## src/rtl/calc_exec_unit.sv

```systemverilog
// calc_exec_unit: arithmetic responder for the calculator control unit.
// Accepts a one-cycle operation strobe with operands num1/num2, runs the
// operation in one or several cycles, then returns a one-cycle done pulse
// together with result, remainder and status flags.
//
// Ports:
//   clk, reset        rising-edge clock, synchronous active-high reset
//   add/sub/mult/div  start strobes for the arithmetic operations
//   gcd/isprime/sqrt  start strobes for the iterative operations
//   num1, num2        operands, sampled when a strobe is accepted in IDLE
//   busy              high while a multi-cycle operation is running
//   done              one-cycle completion pulse (while in FIN)
//   result            primary result (2*WIDTH), held until the next accept
//   remainder         div/sqrt remainder, held
//   prime             isprime verdict, held
//   err               divide-by-zero or illegal strobe combination, held
module calc_exec_unit #(
  parameter int WIDTH = 8
) (
  input  logic                 clk,
  input  logic                 reset,
  input  logic                 add,
  input  logic                 sub,
  input  logic                 mult,
  input  logic                 div,
  input  logic                 gcd,
  input  logic                 isprime,
  input  logic                 sqrt,
  input  logic [WIDTH-1:0]     num1,
  input  logic [WIDTH-1:0]     num2,
  output logic                 busy,
  output logic                 done,
  output logic [2*WIDTH-1:0]   result,
  output logic [WIDTH-1:0]     remainder,
  output logic                 prime,
  output logic                 err
);

  localparam int HW = WIDTH / 2;
  localparam int CW = $clog2(WIDTH) + 1;

  typedef enum logic [2:0] {IDLE, DIV, GCD, PRIME, SQRT, FIN} state_t;

  state_t state, state_next;

  // a_reg/b_reg: operands (gcd works on both; isprime keeps n in a_reg and
  // the trial divisor in b_reg). q_reg is the dividend/quotient shifter, or
  // the radicand shifter for sqrt. r_reg is the partial remainder.
  logic [WIDTH-1:0]   a_reg, a_next;
  logic [WIDTH-1:0]   b_reg, b_next;
  logic [WIDTH-1:0]   q_reg, q_next;
  logic [WIDTH-1:0]   r_reg, r_next;
  logic [HW-1:0]      root_reg, root_next;
  logic [CW-1:0]      cnt, cnt_next;
  logic [2*WIDTH-1:0] result_next;
  logic [WIDTH-1:0]   remainder_next;
  logic               prime_next, err_next;

  logic [6:0]         strobes;
  logic               one_hot, multi;
  logic [WIDTH:0]     div_shift;
  logic               div_ge;
  logic [WIDTH-1:0]   div_rem, div_quo;
  logic [WIDTH-1:0]   sq_val, sq_trial, sq_rem;
  logic               sq_ge;
  logic [HW-1:0]      sq_root;
  logic [2*WIDTH-1:0] d_sq;

  // State register.
  always_ff @(posedge clk) begin
    if (reset) state <= IDLE;
    else       state <= state_next;
  end

  // Datapath and output registers; reset clears everything so an aborted
  // operation leaves no trace on the outputs.
  always_ff @(posedge clk) begin
    if (reset) begin
      a_reg     <= '0;
      b_reg     <= '0;
      q_reg     <= '0;
      r_reg     <= '0;
      root_reg  <= '0;
      cnt       <= '0;
      result    <= '0;
      remainder <= '0;
      prime     <= 1'b0;
      err       <= 1'b0;
    end else begin
      a_reg     <= a_next;
      b_reg     <= b_next;
      q_reg     <= q_next;
      r_reg     <= r_next;
      root_reg  <= root_next;
      cnt       <= cnt_next;
      result    <= result_next;
      remainder <= remainder_next;
      prime     <= prime_next;
      err       <= err_next;
    end
  end

  // Next-state, datapath step and output logic.
  always_comb begin
    state_next     = state;
    a_next         = a_reg;
    b_next         = b_reg;
    q_next         = q_reg;
    r_next         = r_reg;
    root_next      = root_reg;
    cnt_next       = cnt;
    result_next    = result;
    remainder_next = remainder;
    prime_next     = prime;
    err_next       = err;

    strobes = {add, sub, mult, div, gcd, isprime, sqrt};
    // x & (x-1) clears the lowest set bit, so it is nonzero iff 2+ bits set.
    multi   = (strobes & (strobes - 7'd1)) != 7'd0;
    one_hot = (strobes != 7'd0) && !multi;

    // Restoring divider step: shift in the next dividend bit, subtract the
    // divisor if it fits. When it does not fit the shifted value is below
    // the divisor, so its top bit is zero and WIDTH bits suffice.
    div_shift = {r_reg, q_reg[WIDTH-1]};
    div_ge    = div_shift >= {1'b0, b_reg};
    div_rem   = div_ge ? (div_shift[WIDTH-1:0] - b_reg) : div_shift[WIDTH-1:0];
    div_quo   = {q_reg[WIDTH-2:0], div_ge};

    // Digit-by-digit square root step: bring down two radicand bits and try
    // subtracting 4*root+1. The partial remainder never exceeds 2*root, so
    // dropping its top two bits before the shift loses nothing.
    sq_val   = {r_reg[WIDTH-3:0], q_reg[WIDTH-1:WIDTH-2]};
    sq_trial = {{(WIDTH-HW-2){1'b0}}, root_reg, 2'b01};
    sq_ge    = sq_val >= sq_trial;
    sq_rem   = sq_ge ? (sq_val - sq_trial) : sq_val;
    sq_root  = {root_reg[HW-2:0], sq_ge};

    d_sq = {{WIDTH{1'b0}}, b_reg} * {{WIDTH{1'b0}}, b_reg};

    busy = (state == DIV) || (state == GCD) || (state == PRIME) || (state == SQRT);
    done = (state == FIN);

    case (state)
      IDLE: begin
        if (multi) begin
          state_next     = FIN;
          err_next       = 1'b1;
          prime_next     = 1'b0;
          result_next    = '0;
          remainder_next = '0;
        end else if (one_hot) begin
          a_next     = num1;
          b_next     = num2;
          q_next     = num1;
          r_next     = '0;
          root_next  = '0;
          cnt_next   = '0;
          err_next   = 1'b0;
          prime_next = 1'b0;
          if (add) begin
            state_next     = FIN;
            result_next    = {{(WIDTH-1){1'b0}}, {1'b0, num1} + {1'b0, num2}};
            remainder_next = '0;
          end else if (sub) begin
            state_next     = FIN;
            result_next    = {{WIDTH{1'b0}}, num1} - {{WIDTH{1'b0}}, num2};
            remainder_next = '0;
          end else if (mult) begin
            state_next     = FIN;
            result_next    = {{WIDTH{1'b0}}, num1} * {{WIDTH{1'b0}}, num2};
            remainder_next = '0;
          end else if (div) begin
            if (num2 == '0) begin
              state_next     = FIN;
              err_next       = 1'b1;
              result_next    = '1;
              remainder_next = num1;
            end else begin
              state_next = DIV;
            end
          end else if (gcd) begin
            state_next = GCD;
          end else if (isprime) begin
            if (num1 < WIDTH'(2)) begin
              state_next     = FIN;
              result_next    = '0;
              remainder_next = '0;
            end else begin
              b_next     = WIDTH'(2);
              state_next = PRIME;
            end
          end else begin
            state_next = SQRT;
          end
        end
      end

      DIV: begin
        q_next   = div_quo;
        r_next   = div_rem;
        cnt_next = cnt + CW'(1);
        if (cnt == CW'(WIDTH-1)) begin
          state_next     = FIN;
          result_next    = {{WIDTH{1'b0}}, div_quo};
          remainder_next = div_rem;
        end
      end

      GCD: begin
        if (a_reg == '0 || b_reg == '0 || a_reg == b_reg) begin
          state_next     = FIN;
          result_next    = {{WIDTH{1'b0}}, (a_reg == '0) ? b_reg : a_reg};
          remainder_next = '0;
        end else if (a_reg > b_reg) begin
          a_next = a_reg - b_reg;
        end else begin
          b_next = b_reg - a_reg;
        end
      end

      // One trial division of n (a_reg) by d (b_reg) per WIDTH cycles; the
      // verdict is taken on the last step using the final remainder.
      PRIME: begin
        q_next   = div_quo;
        r_next   = div_rem;
        cnt_next = cnt + CW'(1);
        if (cnt == CW'(WIDTH-1)) begin
          if (div_rem == '0 && b_reg < a_reg) begin
            state_next     = FIN;
            prime_next     = 1'b0;
            result_next    = {{WIDTH{1'b0}}, b_reg};
            remainder_next = '0;
          end else if (d_sq > {{WIDTH{1'b0}}, a_reg} || b_reg == a_reg) begin
            state_next     = FIN;
            prime_next     = 1'b1;
            result_next    = {{WIDTH{1'b0}}, a_reg};
            remainder_next = '0;
          end else begin
            b_next   = b_reg + WIDTH'(1);
            q_next   = a_reg;
            r_next   = '0;
            cnt_next = '0;
          end
        end
      end

      SQRT: begin
        q_next    = {q_reg[WIDTH-3:0], 2'b00};
        r_next    = sq_rem;
        root_next = sq_root;
        cnt_next  = cnt + CW'(1);
        if (cnt == CW'(HW-1)) begin
          state_next     = FIN;
          result_next    = {{(2*WIDTH-HW){1'b0}}, sq_root};
          remainder_next = sq_rem;
        end
      end

      FIN:     state_next = IDLE;
      default: state_next = IDLE;
    endcase
  end

endmodule

```

## config.mk

```make
export PLATFORM = sky130hd
export DESIGN_NAME = calc_exec_unit
export DESIGN_NICKNAME = d
export VERILOG_FILES = /design/src/rtl/calc_exec_unit.sv
export SDC_FILE = /design/constraint.sdc
export NUM_CORES = 1
export LEC_CHECK = 0
export ABC_CLOCK_PERIOD_IN_PS = 14300
export BUFFER_PORTS_ARGS = -buffer_cell sky130_fd_sc_hd__buf_2
export CAP_MARGIN = 5
export CORE_UTILIZATION = 40
export DETAILED_ROUTE_END_ITERATION = 7
export GPL_TIMING_DRIVEN = 1
export PLACE_DENSITY_LB_ADDON = 0.3
export SYNTH_ARGS = -nofsm -noshare
export SYNTH_HDL_FRONTEND = slang
export SYNTH_SLANG_ARGS = --single-unit
```

## constraint.sdc

```tcl
create_clock -name clk -period 14.3 [get_ports clk]
set_clock_uncertainty 0.1 [all_clocks]
set_input_delay 1.43 -clock clk [delete_from_list [all_inputs] [get_ports clk]]
set_output_delay 1.43 -clock clk [all_outputs]
set_load 0.005 [all_outputs]
```

==> flow_metrics.tcl, run 1 <==
set metrics [dict create \
    multiInputGateArea_um2 8000 \
    num_vias 9785 \
    maxSlewViolCount 0 \
    grt_max_degree 64 \
    grt_use_total 0.249 \
    worstSkewPairLatency_ps 350 \
    finalSetupViolCount 0 \
    wl_mm 32.0 \
    synth-edff-count 0 \
    finish.utilization 0.434 \
    first_iter_violations 957 \
    clock-sinks 69 \
    synthMuxAreaShare 0.0215 \
    synth.top_cell.area_share 0.149 \
    root_buffer "clkbuf_16" \
    yosysWarnings 0 \
    dieArea_um2 26200 \
    synthAdderAreaFrac 0.279 \
    n_fill_cell 2599 \
    wl_per_cell_um 19.7 \
    synth-xor-area-share 0.0454 \
    drive_gt1_frac 0.0817 \
    synthTopCellsByArea "ha_1, dfxtp_1, fa_1" \
    hp-class "register to register" \
    async_flop_share 0 \
    dpl_cell_area_um2 10600 \
    row_count 58 \
    synth_compound_area_frac 0.245 \
    start_util 0.407 \
    finalCritPeriodShare 0.476 \
    clockBufferDepth 2 \
    yosysTopAreaCell "ha_1" \
    largest-register "result" \
    grt_pass1_vias 9290 \
    worst_pin_slew_ps 1060 \
    dpl.hpwl_mm 24.4 \
    design_area_um2 10900 \
    gr-total-overflow 0 \
    yosysMostFrequentCell "inv_1" \
    syn_area_um2 10200 \
    synth_top_family_by_area "adder cells" \
    synthFlopType "dfxtp_1" \
    path_max_fanout 13 \
    antenna_cells 0 \
    ys_ff_latch 69 \
    ys_types 94 \
    drt_first_pass_iters 6 \
    synth_cells 1295 \
    synth_nets 1508 \
    post-cts-setup-buffers 0 \
    grt_pass1_wl_mm 51.2 \
    die_w_um 162 \
    rsz0062_at_grt "false" \
    hold_viol_final 0 \
    power.leakage_nw 4.85 \
    arrival_ps 6940 \
    final_nets 1505 \
    cp-end-kind "register" \
    critPathRequiredTime_ps 14440 \
    antenna_found_initial 1 \
    finalPower_mw 2.44 \
    fp.dieH_um 162 \
    worst-setup-path-type "register to register" \
    slew_headroom 0.290 \
    vias_per_cell 6.01 \
    core-area_um2 25100 \
    avgSynthCellArea_um2 7.90 \
    seq_area_frac_synth 0.135 \
    crit_path_start_kind "register" \
    fmax_ghz 0.147 \
    whs_ps 354 \
    power_density_nw_per_um2 224 \
    hold_buffers 0 \
    remaining_drc_errors 0 \
    h-tree-depth 3 \
    cts_tree "built" \
    synth_top_cells_by_count "inv_1, nor2_1, ha_1, a21oi_1, nand2_1" \
    yosys.area_share.simple 0.191 \
    clkTransAtPathRegs_ps 60 \
    period_minus_slack_ps 6800 \
    gp_congestion 0.943 \
    synthToLayoutAreaGrowth_pct 6.43 \
    final.setup.tns_ps 0 \
    ir_drop_uv 97.1 \
    largest_register_ffs 16 \
    register_area_um2 1380 \
    place.port_buffers 52 \
    outcome "completed" \
    cts_made_buffers 9 \
    cts_resized 0 \
    maxCapViolCount 0 \
    boundaryPins 53 \
    detail-route-antenna-nets 0 \
]
-- logic make-up after synthesis --
kind of cell	after synthesis
XOR/XNOR	53
flip-flops	69
adder cells (fa/ha/maj)	189
buffers and inverters	211
multiplexers	21
AND/OR/NAND/NOR	385
AO/OA/AOI/OAI	367
-- cell usage in the layout, fill, tap and decap left out, types with 6 or more instances in the layout --
| cell | n |
|---|---|
| o221ai_1 | 11 |
| a22oi_1 | 8 |
| buf_2 | 52 |
| nand2_1 | 80 |
| a2111oi_0 | 6 |
| o21ai_0 | 52 |
| mux2i_1 | 16 |
| a31oi_1 | 9 |
| nand2b_1 | 17 |
| o21a_1 | 6 |
| a21oi_1 | 111 |
| a211oi_1 | 35 |
| fa_1 | 66 |
| a21o_1 | 16 |
| inv_1 | 137 |
| nand3_1 | 25 |
| nor4_1 | 6 |
| o31ai_1 | 7 |
| dfxtp_1 | 69 |
| or2_2 | 7 |
| ha_1 | 122 |
| xor2_1 | 18 |
| o21bai_1 | 8 |
| o22ai_1 | 12 |
| o211ai_1 | 12 |
| nor2_1 | 123 |
| nor3b_1 | 8 |
| nor3_1 | 32 |
| and3_1 | 9 |
| and2_1 | 29 |
| or3_1 | 6 |
| nor2b_1 | 12 |
| xnor2_1 | 35 |
| clkbuf_16 | 9 |
| nand4_1 | 8 |
-- critical path: stages (launching register included) --
cell and delay (ps):
dfxtp_1 560, clkinv_1 480, nor2_1 340, fa_1 460, fa_1 550, inv_1 60, fa_1 500, fa_1 540
inv_1 40, ha_1 350, inv_1 90, a32o_1 240, or4_1 460, or3b_4 410, nor4b_4 390, nand4_2 280
o31ai_4 460, o21ai_2 90, mux2_2 270
-- cell type report --
class / instances / area share
Sequential cell: 69 / 0.127
Clock inverter: 6 / 0.00425
Multi-Input combinational cell: 1015 / 0.735
Clock buffer: 10 / 0.0210
Inverter: 142 / 0.0490
Timing Repair Buffer: 55 / 0.0260
Tap cell: 330 / 0.0379
-- where the power goes --
| group | switching, mW | total (mW) | internal [mW] | leakage, nW |
|---|---|---|---|---|
| Combinational | 1.13 | 1.86 | 0.727 | 4.16 |
| Sequential | 0.116 | 0.368 | 0.253 | 0.566 |
| Clock | 0.0959 | 0.215 | 0.119 | 0.129 |
| Total | 1.34 | 2.44 | 1.10 | 4.85 |
-- layer usage --
| metal | vias up | global-route usage | wire (um) |
|---|---|---|---|
| met3 | 75 | 0.0521 | 2570 |
| met2 | 436 | 0.388 | 14300 |
| met4 | 0 | 0.0755 | 917 |
| met1 | 4695 | 0.344 | 14200 |
| met5 | - | 0 | 0 |
| li1 | 4579 | - | - |
-- stage by stage --
stage	worst slack (ps)	std cells
after floorplan	8180	1295
after CTS	7480	1627
after global placement	7670	1611
after detailed placement	7500	1611
final	7500	1627
after global routing	7120	1627
-- path summary, 6_finish.rpt --
check            start        end  slack (ps)  depth (start not counted)
min          result[8]  result[8]         350                          2
max reg2reg   b_reg[1]     cnt[0]        7500                         18
min reg2reg  result[8]  result[8]         350                          2
max           b_reg[1]     cnt[0]        7500                         18
No activity file was read; power rests on OpenSTA's default activity.
==> run 2: changes to the inputs <==
--- a/config.mk
+++ b/config.mk
@@ -5,7 +5,7 @@
 export SDC_FILE = /design/constraint.sdc
 export NUM_CORES = 1
 export LEC_CHECK = 0
-export ABC_CLOCK_PERIOD_IN_PS = 14300
+export ABC_CLOCK_PERIOD_IN_PS = 6190
 export BUFFER_PORTS_ARGS = -buffer_cell sky130_fd_sc_hd__buf_2
 export CAP_MARGIN = 5
 export CORE_UTILIZATION = 40
==> constraint.sdc (replaced) <==
create_clock -name clk -period 6.19 [get_ports clk]
set_clock_uncertainty 0.1 [all_clocks]
set_input_delay 0.619 -clock clk [delete_from_list [all_inputs] [get_ports clk]]
set_output_delay 0.619 -clock clk [all_outputs]
set_load 0.005 [all_outputs]
==> flow_metrics.tcl, run 2 (synthesis gave the netlist of run 1 again) <==
set metrics [dict create \
    crit_path_start_kind "register" \
    h-tree-depth 3 \
    clockBufferDepth 2 \
    wl_mm 32.1 \
    design_area_um2 11200 \
    vias_per_cell 5.92 \
    cts_tree "built" \
    power.share.sequential 0.134 \
    detail-route-antenna-nets 0 \
    slowest_stage "fa_1" \
    wl_met1_mm 14.1 \
    period_minus_slack_ps 5920 \
    fp.dieH_um 162 \
    boundaryPins 53 \
    gp_congestion 0.944 \
    largest_register_ffs 16 \
    grt_pass1_vias 9452 \
    pwr-share-clk 0.093 \
    layout_commonest_cell "inv_1" \
    dpl.hpwl_mm 24.6 \
    remaining_drc_errors 0 \
    hold_viol_final 0 \
    clkTransAtPathRegs_ps 60 \
    maxCapViolCount 0 \
    place.port_buffers 52 \
    start_util 0.407 \
    synthToLayoutAreaGrowth_pct 9.36 \
    wl_met2_mm 14.3 \
    finalSetupViolCount 0 \
    critPathRequiredTime_ps 6290 \
    power.leakage_nw 5.00 \
    slew_headroom 0.320 \
    dpl_cell_area_um2 10800 \
    worst_pin_slew_ps 1020 \
    final_nets 1534 \
    arrival_ps 6030 \
    startpoint "b_reg[2]" \
    place_inst 1636 \
    core-area_um2 25100 \
    cp-end-kind "register" \
    finalCritPeriodShare 0.957 \
    num_vias 9811 \
    r2r_start "b_reg[2]" \
    worst-setup-path-type "register to register" \
    n_fill_cell 2599 \
    grt_pass1_wl_mm 51.0 \
    cp_slowest_stage_delay_ps 540 \
    cts_made_buffers 9 \
    die_w_um 162 \
    switching_share 0.536 \
    hold_start "result[8]" \
    cpMostUsedCell "fa_1" \
    ir_drop_uv 287 \
    antenna_cells 0 \
    grt_max_degree 64 \
    antenna_found_initial 0 \
    p_switching_mw 3.16 \
    critPathTopFamily "adder cells" \
    wl_per_cell_um 19.4 \
    path_max_fanout 6 \
    outcome "completed" \
    cp_cell_sequence "clkinv_1 -> nor2_4 -> fa_1 -> fa_1 -> inv_1 -> fa_1 -> fa_1 -> inv_1 -> ha_1 -> inv_1 -> a32o_1 -> or4_1 -> or3b_4 -> nor4b_4 -> buf_4 -> nand3_4 -> o31ai_2 -> or3b_2 -> a21oi_1" \
    hp-class "register to register" \
    grt_use_total 0.248 \
    top_layer "met4" \
    row_count 58 \
    drt_first_pass_iters 6 \
    gr-total-overflow 0 \
    first_iter_violations 935 \
    dieArea_um2 26200 \
    power_density_nw_per_um2 528 \
    final_cells 1656 \
    root_buffer "clkbuf_16" \
    hold_buffers 0 \
    cp_num_buf_inv 5 \
    pwr-share-comb 0.773 \
    fmax_ghz 0.169 \
    largest-register "result" \
    final_cell_mix "inv_1, ha_1, nor2_1" \
    power.internal_mw 2.74 \
    wl_met3_mm 2.46 \
    clock-sinks 69 \
    maxSlewViolCount 0 \
    worstSkewPairLatency_ps 350 \
    drive_gt1_frac 0.109 \
]
==> run 2: power by group through the flow <==
stage               Clock [mW]  Combinational [mW]  Sequential [mW]
floorplan                    0                3.32            0.707
global placement             0                4.35            0.790
detailed placement           0                4.39            0.787
CTS                      0.548                4.48            0.779
global route             0.568                5.03            0.808
finish                   0.549                4.56            0.794
==> run 2: final timing paths <==
kind | end | slack (ps) | cells past startpoint
min | result[8] | 360 | 2
min reg2reg | result[8] | 360 | 2
max reg2reg | state[0] | 270 | 19
max | state[0] | 270 | 19
==> run 2: routing by layer <==
layer	up-vias	track usage
met5	-	0
met1	4690	0.331
met2	390	0.395
li1	4653	-
met3	78	0.0478
met4	0	0.0965
==> run 2: worst reg2reg max path: stages (launching register included) <==
cell,delay [ps]
dfxtp_1,400
clkinv_1,150
nor2_4,160
fa_1,450
fa_1,540
inv_1,50
fa_1,500
fa_1,540
inv_1,40
ha_1,350
inv_1,90
a32o_1,240
or4_1,460
or3b_4,420
nor4b_4,270
buf_4,200
nand3_4,130
o31ai_2,450
or3b_2,190
a21oi_1,60
==> run 2: timing repair <==
| action | in CTS | in global routing |
|---|---|---|
| setup buffers | 3 | 1 |
| resized for setup | 0 | 11 |
| pin swaps | 2 | 2 |
| setup endpoints to repair | 9 | 49 |
==> run 2: final cells by class <==
type / instances / area [um^2] / area share
multi-input combinational: 1015 / 8030 / 0.718
sequential: 69 / 1390 / 0.124
inverter: 142 / 533 / 0.0476
timing repair buffer: 84 / 517 / 0.0462
tap: 330 / 413 / 0.0369
clock buffer: 9 / 225 / 0.0201
clock inverter: 7 / 82.6 / 0.00738
==> run 2: per-stage QoR <==
step,hold WS [ps],setup TNS (ps),worst slack [ps],util,power (mW)
3_3_place_gp,343,-3.80,-3.20,0.430,5.14
2_1_floorplan,326,0,68.4,-,4.03
3_5_place_dp,349,-138,-75.5,0.430,5.17
4_1_cts,360,0,65.7,0.444,5.81
5_1_grt,388,-1.54,-1.54,0.446,6.41
6_report,361,0,268,0.446,5.91
